**src/rtl/frame_sequencer.sv**
```systemverilog
// Fixed-rate frame scheduler: per-frame button sampling, one step/commit handshake
// with the player datapath, and a terminal HALT on exit. Optional macro: SINGLE_STEP_EN.
module frame_sequencer #(
  parameter int TICK_DIV     = 833334,
  parameter int DIV_W        = 20,
  parameter int STEP_TIMEOUT = 64
) (
  input  logic        clk,
  input  logic        rst,
  input  logic [5:0]  btn,
  input  logic        step_done_i,
  input  logic        exit_i,
`ifdef SINGLE_STEP_EN
  input  logic        dbg_step_i,
`endif
  output logic        step_o,
  output logic        commit_o,
  output logic [5:0]  frame_btn_o,
  output logic [5:0]  frame_press_o,
  output logic [15:0] frame_cnt_o,
  output logic        busy_o,
  output logic        overrun_o,
  output logic        timeout_o,
  output logic        exit_o
);

  localparam int TO_W = $clog2(STEP_TIMEOUT + 1);

  typedef enum logic [2:0] {
    ST_IDLE   = 3'd0,
    ST_SAMPLE = 3'd1,
    ST_STEP   = 3'd2,
    ST_WAIT   = 3'd3,
    ST_COMMIT = 3'd4,
    ST_HALT   = 3'd5
  } state_t;

  state_t            state_q, state_d;
  logic [DIV_W-1:0]  div_q, div_d;
  logic [5:0]        sync1_q, sync1_d;
  logic [5:0]        sync2_q, sync2_d;
  logic [5:0]        frame_btn_q, frame_btn_d;
  logic [5:0]        frame_press_q, frame_press_d;
  logic [15:0]       frame_cnt_q, frame_cnt_d;
  logic [TO_W-1:0]   to_cnt_q, to_cnt_d;
  logic              exit_q, exit_d;
  logic              overrun_q, overrun_d;
  logic              timeout_q, timeout_d;
  logic              tick;
  logic              frame_start;
  logic              active;

  assign tick = (div_q == DIV_W'(TICK_DIV - 1));

`ifdef SINGLE_STEP_EN
  logic dbg_s_q, dbg_s_d;
  logic dbg_prev_q, dbg_prev_d;

  assign dbg_s_d     = dbg_step_i;
  assign dbg_prev_d  = dbg_s_q;
  assign frame_start = dbg_s_q & ~dbg_prev_q;

  always_ff @(posedge clk or negedge rst) begin
    if (!rst) begin
      dbg_s_q    <= 1'b0;
      dbg_prev_q <= 1'b0;
    end else begin
      dbg_s_q    <= dbg_s_d;
      dbg_prev_q <= dbg_prev_d;
    end
  end
`else
  assign frame_start = tick;
`endif

  // A frame-start event is only lost when a frame is in flight; HALT swallows it silently.
  assign active = (state_q != ST_IDLE) && (state_q != ST_HALT);

  always_comb begin
    state_d       = state_q;
    div_d         = tick ? '0 : div_q + DIV_W'(1);
    sync1_d       = btn;
    sync2_d       = sync1_q;
    frame_btn_d   = frame_btn_q;
    frame_press_d = frame_press_q;
    frame_cnt_d   = frame_cnt_q;
    to_cnt_d      = to_cnt_q;
    exit_d        = exit_q;
    overrun_d     = overrun_q | (frame_start & active);
    timeout_d     = timeout_q;

    case (state_q)
      ST_IDLE: begin
        if (frame_start) state_d = ST_SAMPLE;
      end
      ST_SAMPLE: begin
        frame_btn_d   = sync2_q;
        frame_press_d = sync2_q & ~frame_btn_q;
        state_d       = ST_STEP;
      end
      ST_STEP: begin
        to_cnt_d = '0;
        state_d  = ST_WAIT;
      end
      ST_WAIT: begin
        // Completion wins over a timeout that would expire in the same cycle.
        if (step_done_i) begin
          exit_d  = exit_i;
          state_d = ST_COMMIT;
        end else if (to_cnt_q == TO_W'(STEP_TIMEOUT - 1)) begin
          timeout_d = 1'b1;
          state_d   = ST_IDLE;
        end else begin
          to_cnt_d = to_cnt_q + TO_W'(1);
        end
      end
      ST_COMMIT: begin
        frame_cnt_d = frame_cnt_q + 16'd1;
        state_d     = exit_q ? ST_HALT : ST_IDLE;
      end
      ST_HALT: begin
        state_d = ST_HALT;
      end
      default: begin
        state_d = ST_IDLE;
      end
    endcase
  end

  always_ff @(posedge clk or negedge rst) begin
    if (!rst) begin
      state_q       <= ST_IDLE;
      div_q         <= '0;
      sync1_q       <= '0;
      sync2_q       <= '0;
      frame_btn_q   <= '0;
      frame_press_q <= '0;
      frame_cnt_q   <= '0;
      to_cnt_q      <= '0;
      exit_q        <= 1'b0;
      overrun_q     <= 1'b0;
      timeout_q     <= 1'b0;
    end else begin
      state_q       <= state_d;
      div_q         <= div_d;
      sync1_q       <= sync1_d;
      sync2_q       <= sync2_d;
      frame_btn_q   <= frame_btn_d;
      frame_press_q <= frame_press_d;
      frame_cnt_q   <= frame_cnt_d;
      to_cnt_q      <= to_cnt_d;
      exit_q        <= exit_d;
      overrun_q     <= overrun_d;
      timeout_q     <= timeout_d;
    end
  end

  assign step_o        = (state_q == ST_STEP);
  assign commit_o      = (state_q == ST_COMMIT);
  assign busy_o        = (state_q != ST_IDLE);
  assign exit_o        = (state_q == ST_HALT);
  assign frame_btn_o   = frame_btn_q;
  assign frame_press_o = frame_press_q;
  assign frame_cnt_o   = frame_cnt_q;
  assign overrun_o     = overrun_q;
  assign timeout_o     = timeout_q;

endmodule

```
**config.mk**
```make
export PLATFORM = sky130hd
export DESIGN_NAME = frame_sequencer
export DESIGN_NICKNAME = d
export VERILOG_FILES = /design/src/rtl/frame_sequencer.sv
export SDC_FILE = /design/constraint.sdc
export NUM_CORES = 1
export LEC_CHECK = 0
export CORE_ASPECT_RATIO = 1.1
export CORE_MARGIN = 2
export CORE_UTILIZATION = 35
export DETAILED_ROUTE_END_ITERATION = 7
export GPL_ROUTABILITY_DRIVEN = 1
export MAX_ROUTING_LAYER = met4
export PLACE_DENSITY = 0.52
export SLEW_MARGIN = 20
export SYNTH_ARGS = -nofsm -noshare
export SYNTH_HDL_FRONTEND = slang
export SYNTH_SLANG_ARGS = --single-unit
```
**constraint.sdc**
```tcl
create_clock -name clk -period 4.3 [get_ports clk]
set_input_delay 0.86 -clock clk [delete_from_list [all_inputs] [get_ports clk]]
set_output_delay 0.86 -clock clk [all_outputs]
set_load 0.01 [all_outputs]
```
# After elaboration in Yosys (flattened, before gate mapping)
# Index checks and enable logic that the tools add are counted.
# op_classes
addsub,3
eq_ne,12
n_mux,9
bitwise,5
reduce_logical,8
# op_table
operator,count
20-bit by 1-bit adder with 20-bit output (second input constant),1
20-bit equality test (second input constant),1
20-bit two-way mux,1
3-bit one-hot mux with 6 select lines,1
16-bit by 1-bit adder with 16-bit output (second input constant),1
7-bit two-way mux,2
7-bit one-hot mux with 2 select lines,1
3-bit two-way mux,4
7-bit by 1-bit adder with 7-bit output (second input constant),1
7-bit by 6-bit equality test with 1-bit output (second input constant),1
6-bit bitwise AND,1
3-bit by 2-bit equality test with 1-bit output (second input constant),2
3-bit equality test (second input constant),2
2-bit inequality test (second input constant),3
3-bit inequality test (second input constant),2
6-bit inverter,1
3-bit AND reduction,2
2-bit AND reduction,2
3-bit by 1-bit equality test with 1-bit output (second input constant),1
3-bit logical NOT,1
3-bit nonzero test,1
2-bit nonzero test,1
1-bit bitwise AND,1
1-bit logical AND,1
other kinds (2),2
# totals
regBits,73
inputBits,10
out_inout_bits,34

# Logic depth before layout (Yosys ltp)
# logic_depth
ltp_word,4
depth_mapped,7

# Worst setup path before layout
# No wires, ideal clock.
# synth_path
kind,reg-to-output
start,register state_q[0]
end,output port commit_o
t_arrival_ns,0.988
required_time_ns,3.440
slack_ns,2.452
stages_incl_launch_ff,5
n_path_buf,2
cell_sequence,dfrtp_1 -> clkbuf_1 -> nor2_1 -> and2_1 -> clkbuf_1
# synth_between
elab_chain_len,1
# synth_lines
item,line_no,source
start: declaration,38,"state_t state_q, state_d;"
start signal: assignment,144,state_q <= state_d;
3-bit equality test,159,assign commit_o = (state_q == ST_COMMIT);
end: declaration,17,"output logic commit_o,"
# No other way between the ends.

# Worst setup path in the final report
# Ends and elaborated chain as after synthesis.

==> summary.md <==
| Metric | Value |
|---|---|
| Post-CTS Hold Buffers | 0 |
| Mapped cell area | 3160 sq um |
| Fraction of layout cells with a size suffix above 1 | 0.0979 |
| First DRT Iteration DRCs | 85 |
| Post-synthesis cell type count | 45 |
| Slew @ Worst Pin | 0.740 ns |
| Final setup fails | 0 |
| CTS Buf Count | 9 |
| Clock skew | 0.0114 ns |
| Vias in the first global route | between 2000 and 2500 |
| DRC Markers | 0 |
| Die area | about 9800 sq um |
| Gr ovfl total | 0 |
| Worst-case reg-to-reg path depth | 5 |
| Largest cells by area after synthesis | dfrtp_1 (58%), xor2_1 (4.7%), xnor2_1 (3.9%) |
| Static Leakage | 1.71 nW |
| Crit end category | primary output |
| Post-synthesis xor/xnor area fraction | 0.0860 |
| Worst-case hold path end point | sync2_q[4] |
| DR WL/cell | 13.8 um |
| Largest family of logic cells by synthesized area | simple AND/OR/NAND/NOR gates |
| Crit path DAT | approximately 2.0 ns |
| Die X | roughly 95 um |
| Post-synth EDFFs | 0 |
| Clock transition at the registers of the reported paths | 0.08 ns |
| First-pass DRT Iterations | 4 |
| FFs w/ async S/R, synth | 1.00 |
| Beginning of the worst hold path | sync1_q[4] |
| CP Class | register to primary output |
| FF+latch count, synth | 73 |
| IO buf count | 43 |
| Sum Neg Setup Slack | 0 ns |
| Worst r2r dst | to_cnt_q[0] |
| Synth Instances | approximately 280 |
| Largest net degree at the start of global routing | 41 |
| Core Util, Final | 0.441 |
| DPL Wire Length | about 4200 um |
| Sequential-to-total area share from yosys stat | 0.579 |
| Max Slew Vio Count | 0 |
| Post-placement cell count | roughly 430 |
| Final Hold Fails | 0 |
| Diode count | 0 |
| H-tree Lvls | 3 |
| Worst r2r src | to_cnt_q[0] |
| Worst Path Required | 3.44 ns |
| Post-synthesis adder-cell area fraction | 0.0159 |
| Die H | roughly 100 um |
| Simple-gate share of the synthesized area | 0.213 |
| Initial Utilization | 0.358 |
| Total clock sinks | 73 |
| RSZ-0062 raised after global routing | no |
| Worst skew pair latency | around 0.34 ns |
| IO Pins | 44 |
| # resized after CTS | 0 |
| Via density | 4.91 |
| Area Overhead vs Synth | 23.2% |
| Post-CTS Setup Bufs | 0 |
| Status | completed |
| Cell taking the most area after synthesis | dfrtp_1 |
| Startpoint Class | register |
| Final ANT Viol Nets | 0 |
| WL final | 6070 um |
| Final GP Congestion | 0.816 |
| Post-Place Worst Slack | between 1.5 and 2 ns |
| Post-Syn Nets | roughly 290 |
| Fin crit period | 2.84 ns |
| Synth warnings | 0 |
| Clk buf depth | 2 |
| Max IR drop VDD | 157 uV |
| Post-route cell area | 3890 sq um |
| Post-Synthesis Mean Instance Area | 11.4 sq um |
| Dpl cell area | between 3000 and 4000 sq um |
| Rows | 36 |
| Multiplexer share of the synthesized area | 0.0285 |
| Hold crit path type | register to register |
| Initial antenna violation count | 0 |
| Dominant synthesized flop cell | dfrtp_1 |
| Hold depth | 0 |
| Top-count cell post-synth | dfrtp_1 |
| Max cap viols | 0 |
| Fmax | 0.352 GHz |
| Flop2flop setup slack | around 2.4 ns |
| Pwr/cell area | 501 nW/um^2 |
| Non-Filler Instances | 441 |
| Post-synth top cells | dfrtp_1 (73), nor2_1 (27), nand2_1 (25) |
| Compound-gate portion of the synthesized area | 0.0598 |
| Core area | approximately 9000 sq um |
| Top-area cell type share of the netlist area | 0.579 |
| Largest fanout on the critical path | 18 |
| All-Layer GR Usage | 0.141 |
| CTS tree | yes |
| Tcrit/Tclk final | 0.661 |
| Power consumption | roughly 1.9 mW |
| Setup ws final | about 1.5 ns |
| Max-slew headroom | 0.507 |
| Hold slack | 0.354 ns |
| Via count | 2167 |
| Nets | roughly 340 |
| First-pass GRT wire length | 10500 um |
| Root buf cell | clkbuf_8 |
| # fillers | 870 |
critical path, stage by stage (launching register included):
cell and delay [ns]:
dfrtp_1 0.57, nor2_1 0.24, and2_1 0.24, clkdlybuf4s50_1 0.57
cells in the final DEF (no fill, tap or decap), types with 9 or more instances in the layout:
| master | Yosys | final |
|---|---|---|
| clkbuf_8 | 0 | 9 |
| nand3_1 | 10 | 10 |
| dfrtp_1 | 73 | 73 |
| nor3_1 | 9 | 9 |
| nand2_1 | 25 | 25 |
| nand4_1 | 11 | 11 |
| xnor2_1 | 14 | 14 |
| clkdlybuf4s50_1 | 0 | 42 |
| nor2_1 | 27 | 26 |
| xor2_1 | 17 | 17 |
kinds of logic after synthesis:
logic type      Yosys count
compound gates           27
xor+xnor                 31
fa+ha+maj                 4
buf+inv                  13
flops                    73
mux                       8
simple gates            121
report_power, final:
| group | leakage, nW | switching (mW) | internal (mW) |
|---|---|---|---|
| Sequential | 0.944 | 0.117 | 0.793 |
| Combinational | 0.665 | 0.221 | 0.272 |
| Clock | 0.100 | 0.271 | 0.273 |
final cells by class:
class	instances	area [sq um]	share of cell area
sequential	73	1830	0.470
clock inverter	7	77.6	0.0199
timing repair buffer	44	433	0.111
multi-input combinational	191	1270	0.328
clock buffer	9	124	0.0318
inverter	3	11.3	0.00289
tap	114	143	0.0367
registers in the layout, summed over array words and instances (netlist names):
signal,cells
to_cnt_q,7
state_q,3
exit_q,1
sync2_q,6
frame_press_o,6
overrun_o,1
frame_cnt_o,16
timeout_o,1
sync1_q,6
frame_btn_o,6
div_q,20
worst max-delay path by stage:
stage | start | end | slack [ns] | depth (start not counted)
finish | state_q[0] | commit_o | 1.46 | 3
detailed placement | state_q[0] | commit_o | 1.83 | 3
global placement | state_q[0] | commit_o | 1.85 | 3
CTS | state_q[0] | commit_o | 1.43 | 3
floorplan | state_q[0] | commit_o | 2.45 | 4
global route | state_q[0] | commit_o | 1.33 | 3
layer usage:
metal / track usage / up-vias / share of wire
met5: - / - / 0
met4: 0.0580 / 0 / 0.015
met3: 0.0320 / 9 / 0.043
met2: 0.202 / 54 / 0.45
met1: 0.194 / 1039 / 0.49
li1: - / 1065 / -
Power figures use the tool's default switching activity.
==> RTL edit 1 (config.mk and constraints unchanged) <==
`DIV_W`: 20 -> 40.
--- a/src/rtl/frame_sequencer.sv
+++ b/src/rtl/frame_sequencer.sv
@@ -3,5 +3,5 @@
 module frame_sequencer #(
   parameter int TICK_DIV     = 833334,
-  parameter int DIV_W        = 20,
+  parameter int DIV_W        = 40,
   parameter int STEP_TIMEOUT = 64
 ) (
Check against the original RTL: no difference found for any inputs over 10 cycles, from zero or initial values and one cycle with rst low; that may be too few to reach the edited logic, so the function may still have changed.
==> RTL edit 1 against the unedited design <==
Power fell by 9.4%. Sequential cell count rose by 20. Wire length rose by 28%. Setup slack got worse by 0.011 ns. Cell count rose by 29%. Via count rose by 29%. Area after synthesis rose by 30%. Design area rose by 29%. Largest cell class unchanged.
==> RTL edit 1: results (changes against the unedited design) <==
[outcome]
status = completed

[global_routing]
antenna_found_initial = 0  ; unchanged
grt_pass1_wl_mm = 13.85  ; +32%
use_met1 = 0.1823  ; -0.01130
use_met2 = 0.2164  ; +0.01485
use_met3 = 0.02326  ; -0.008744
grt_max_degree = 36  ; -12%
grt_pass1_vias = 2854  ; +37%
grt.total_usage = 0.1407  ; -0.0003197

[place]
gp_congestion = 0.7356  ; -9.9%
place_inst = 552  ; +30%
dp_hpwl_mm = 5.450  ; +30%

[pwr]
p_sw_mw = 0.3605  ; -41%
peakVddDrop_mv = 0.1571  ; +0.14%
p_leak_nw = 2.188  ; +28%

[cts]
postCtsSetupBuffers = 0  ; unchanged
clk_pin_slew_ns = 0.06  ; -0.02 ns
cts.repair.resized = 0  ; unchanged
cts_htree_levels = 3  ; unchanged
clockBufferDepth = 2  ; unchanged
root_buffer = clkbuf_16

[setup_path]
critical_path.top_delay_family = buffers and inverters
critPathSlowestCell = clkdlybuf4s50_1
slowest_delay_ns = 0.53  ; -0.04 ns
r2r-start = div_q[29]
reg2reg_slack_ns = 2.07  ; -0.29 ns
crit_end = step_o
reg2reg_depth = 4  ; -1
critPathLaunch = state_q[1]
r2r_end = div_q[18]
worstPathMaxFanout = 10  ; -8

[yosys]
synth_cell_types = 40  ; -11%
ys_top_cells_by_area = dfrtp_1, xnor2_1, nand4_1, nand3_1, xor2_1
syn_nets = 377  ; +30%
synth-seq-area-share = 0.5679  ; -0.01074
synth_common_cells = dfrtp_1, xnor2_1, nand4_1, nand2_1, nand3_1
postSynthAreaPerCell_um2 = 11.29  ; -0.95%

[min_path]
hold_path_end = sync2_q[5]
min_from = sync1_q[5]
hold_path_class = flop to flop

[drt]
drt-met1-wl_mm = 3.684  ; +24%
viasPerCell = 4.938  ; +0.50%
drt_iter0_drc = 131  ; +54%
met2WireLength_mm = 3.725  ; +35%
top_layer = met4
avgRoutedWirePerCell_um = 13.64  ; -0.83%
via_count = 2805  ; +29%
met3_length_um = 187  ; -28%

[layout]
final.fill_count = 1088  ; +25%
fin_nets = 427  ; +27%
drive_gt1_frac = 0.1029  ; +0.005011
largest_register_ffs = 40  ; +100%

[timing]
fin_skew_ns = 0.006371  ; -0.005026 ns
relSlewSlack = 0.3577  ; -0.1492
holdWs_ns = 0.3462  ; -0.007337 ns

==> RTL edit 1: cell families (layout without fill, tap and decap cells) <==
| family | after synthesis | in the layout | synth area share |
|---|---|---|---|
| AO/OA/AOI/OAI | 33 | 33 | 0.04611 |
| XOR/XNOR | 50 | 50 | 0.1069 |
| adder cells (fa/ha/maj) | 4 | 4 | 0.01221 |
| buffers and inverters | 19 | 74 | 0.02015 |
| flip-flops | 93 | 93 | 0.5679 |
| multiplexers | 9 | 9 | 0.02473 |
| AND/OR/NAND/NOR | 155 | 155 | 0.2220 |
==> RTL edit 1: final cells by class <==
cell class | instances | area (um2) | area share
multi-input combinational | 251 | 1688 | 0.3355
clock inverter | 6 | 96.34 | 0.01915
clock buffer | 10 | 229.0 | 0.04551
tap | 150 | 187.7 | 0.03730
sequential | 93 | 2327 | 0.4626
inverter | 10 | 37.54 | 0.007461
timing repair buffer | 48 | 465.4 | 0.09251
==> RTL edit 1: power by group through the flow <==
| stage | registers, mW | clock network, mW | logic (mW) |
|---|---|---|---|
| after floorplan | 0.899 | 0 | 0.00137 |
| after CTS | 0.882 | 0.881 | 0.0294 |
| after global routing | 0.882 | 0.916 | 0.0326 |
| after detailed placement | 0.899 | 0 | 0.0294 |
| after global placement | 0.899 | 0 | 0.0293 |
| final | 0.882 | 0.856 | 0.0273 |
==> RTL edit 1: metrics by stage <==
step | cell area (um2) | utilization | setup slack (ns) | power [mW]
4_1_cts | 5031 | 0.4398 | 1.417 | 1.792
3_3_place_gp | 4706 | 0.4114 | 1.806 | 0.9279
6_report | 5031 | 0.4398 | 1.448 | 1.765
3_5_place_dp | 4706 | 0.4114 | 1.761 | 0.9283
2_1_floorplan | 4098 | - | 2.375 | 0.8999
5_1_grt | 5031 | 0.4398 | 1.243 | 1.830
==> RTL edit 2 (config.mk and constraints unchanged) <==
Made on the original files. Re-encode `state_t` (6 states) as Gray code, 3 bits wide.
--- a/src/rtl/frame_sequencer.sv
+++ b/src/rtl/frame_sequencer.sv
@@ -28,10 +28,10 @@
 
   typedef enum logic [2:0] {
-    ST_IDLE   = 3'd0,
-    ST_SAMPLE = 3'd1,
-    ST_STEP   = 3'd2,
-    ST_WAIT   = 3'd3,
-    ST_COMMIT = 3'd4,
-    ST_HALT   = 3'd5
+    ST_IDLE   = 3'b000,
+    ST_SAMPLE = 3'b001,
+    ST_STEP   = 3'b011,
+    ST_WAIT   = 3'b010,
+    ST_COMMIT = 3'b110,
+    ST_HALT   = 3'b111
   } state_t;
 
Function: same outputs for any inputs over 10 cycles, from zero or initial values and one cycle with rst low; not proved beyond that.
==> RTL edit 2 against the unedited design <==
Sequential cell count did not move. Wire length rose by 1.9%. Power fell by 4.2%. Die area rose by 2.1%. Setup slack got worse by 0.016 ns. Design area rose by 1.8%. Area after synthesis rose by 2.2%. Critical endpoint is now step_o.
==> RTL edit 2: results (changes against the unedited design) <==
[layout]
drive_gt1_frac = 0.07736  ; -0.02050
fin_nets = 358  ; +6.5%

[drt]
drt_iter0_drc = 53  ; -38%
viasPerCell = 4.844  ; -1.4%
met2WireLength_mm = 2.980  ; +8.4%
drt-met1-wl_mm = 2.919  ; -1.4%

[timing]
relSlewSlack = 0.4168  ; -0.09014
fin_skew_ns = 0.01182  ; +0.0004275 ns

[setup_path]
reg2reg_slack_ns = 2.43  ; +0.07 ns
r2r-start = div_q[16]
worstPathMaxFanout = 13  ; -5
r2r_end = overrun_o
reg2reg_depth = 4  ; -1
arrival_ns = 2.00  ; +0.02 ns

[yosys]
synth-seq-area-share = 0.5661  ; -0.01257
ys_top_cells_by_area = dfrtp_1, xnor2_1, nand2_1, nor2_1, nand3_1
syn_nets = 312  ; +7.2%
synth_cell_types = 43  ; -4.4%

[pwr]
p_leak_nw = 1.723  ; +0.83%
p_seq_mw = 0.889  ; -2.4%
p_sw_mw = 0.5751  ; -5.7%
clk-power_mw = 0.538  ; -1%

[global_routing]
grt_max_degree = 38  ; -7.3%
use_met1 = 0.1886  ; -0.004997
grt_pass1_vias = 2227  ; +6.6%
grt.total_usage = 0.1419  ; +0.0008814
grt_pass1_wl_mm = 10.88  ; +3.3%
use_met2 = 0.2078  ; +0.006262

[min_path]
hold_path_class = flop to flop
min_from = sync1_q[0]
hold_path_end = sync2_q[0]

[outcome]
status = completed

[place]
gp_congestion = 0.7798  ; -4.4%
dpl_worst_slack_ns = 1.792  ; -0.03507 ns
dp_hpwl_mm = 4.321  ; +3.3%
placed_cell_area_mm2 = 0.003764  ; +2.1%

[RTL edit 2: cell types whose count changed after synthesis, sizes merged, moves of 4 or more]
cell,change
mux2,-6
nand2b,-4
nand3,+8
inv,+5
nand2,+22
clkbuf,-4
nand3b,+6
xnor2,+7
xor2,-7
nor4,+7
[RTL edit 2: worst max-delay path: stages, from the launching register on]
cell and delay [ns]:
dfrtp_1 0.61, nor2b_1 0.22, nand2_1 0.15, inv_1 0.14, clkdlybuf4s50_1 0.54
[RTL edit 2: worst max-delay path by stage]
stage | depth (start not counted) | endpoint | slack, ns | startpoint
4_1_cts | 3 | commit_o | 1.41 | state_q[2]
3_3_place_gp | 4 | step_o | 1.81 | state_q[0]
3_5_place_dp | 5 | to_cnt_q[5] | 1.79 | step_done_i
2_1_floorplan | 4 | to_cnt_q[5] | 2.45 | step_done_i
5_1_grt | 3 | commit_o | 1.26 | state_q[2]
6_report | 4 | step_o | 1.44 | state_q[0]
[RTL edit 2: layout make-up]
class	instances	area, um2
inverters	8	30.03
clock buffers	10	127.6
well taps	114	142.6
repair buffers	44	445.4
multi-input cells	208	1319
fillers	868	4960
flip-flops and latches	73	1827
clock inverters	6	67.56
[RTL edit 2: per-stage QoR]
stage	util	instances	total power [mW]	hold WS (ns)
2_1_floorplan	-	298	1.129	0.3312
3_3_place_gp	0.4220	447	1.345	0.3328
3_5_place_dp	0.4220	447	1.352	0.3358
4_1_cts	0.4439	463	1.904	0.3497
5_1_grt	0.4439	463	1.999	0.3478
6_report	0.4439	463	1.866	0.3438
[RTL edit 2: cell families after synthesis]
family	share of synthesized area
DFF	0.5661
and+or+nand+nor	0.2602
adders and majority gates	0.01551
AOI/OAI and AO/OA	0.04188
buffers and inverters	0.02520
muxes	0.006979
xor gates and xnor gates	0.08414
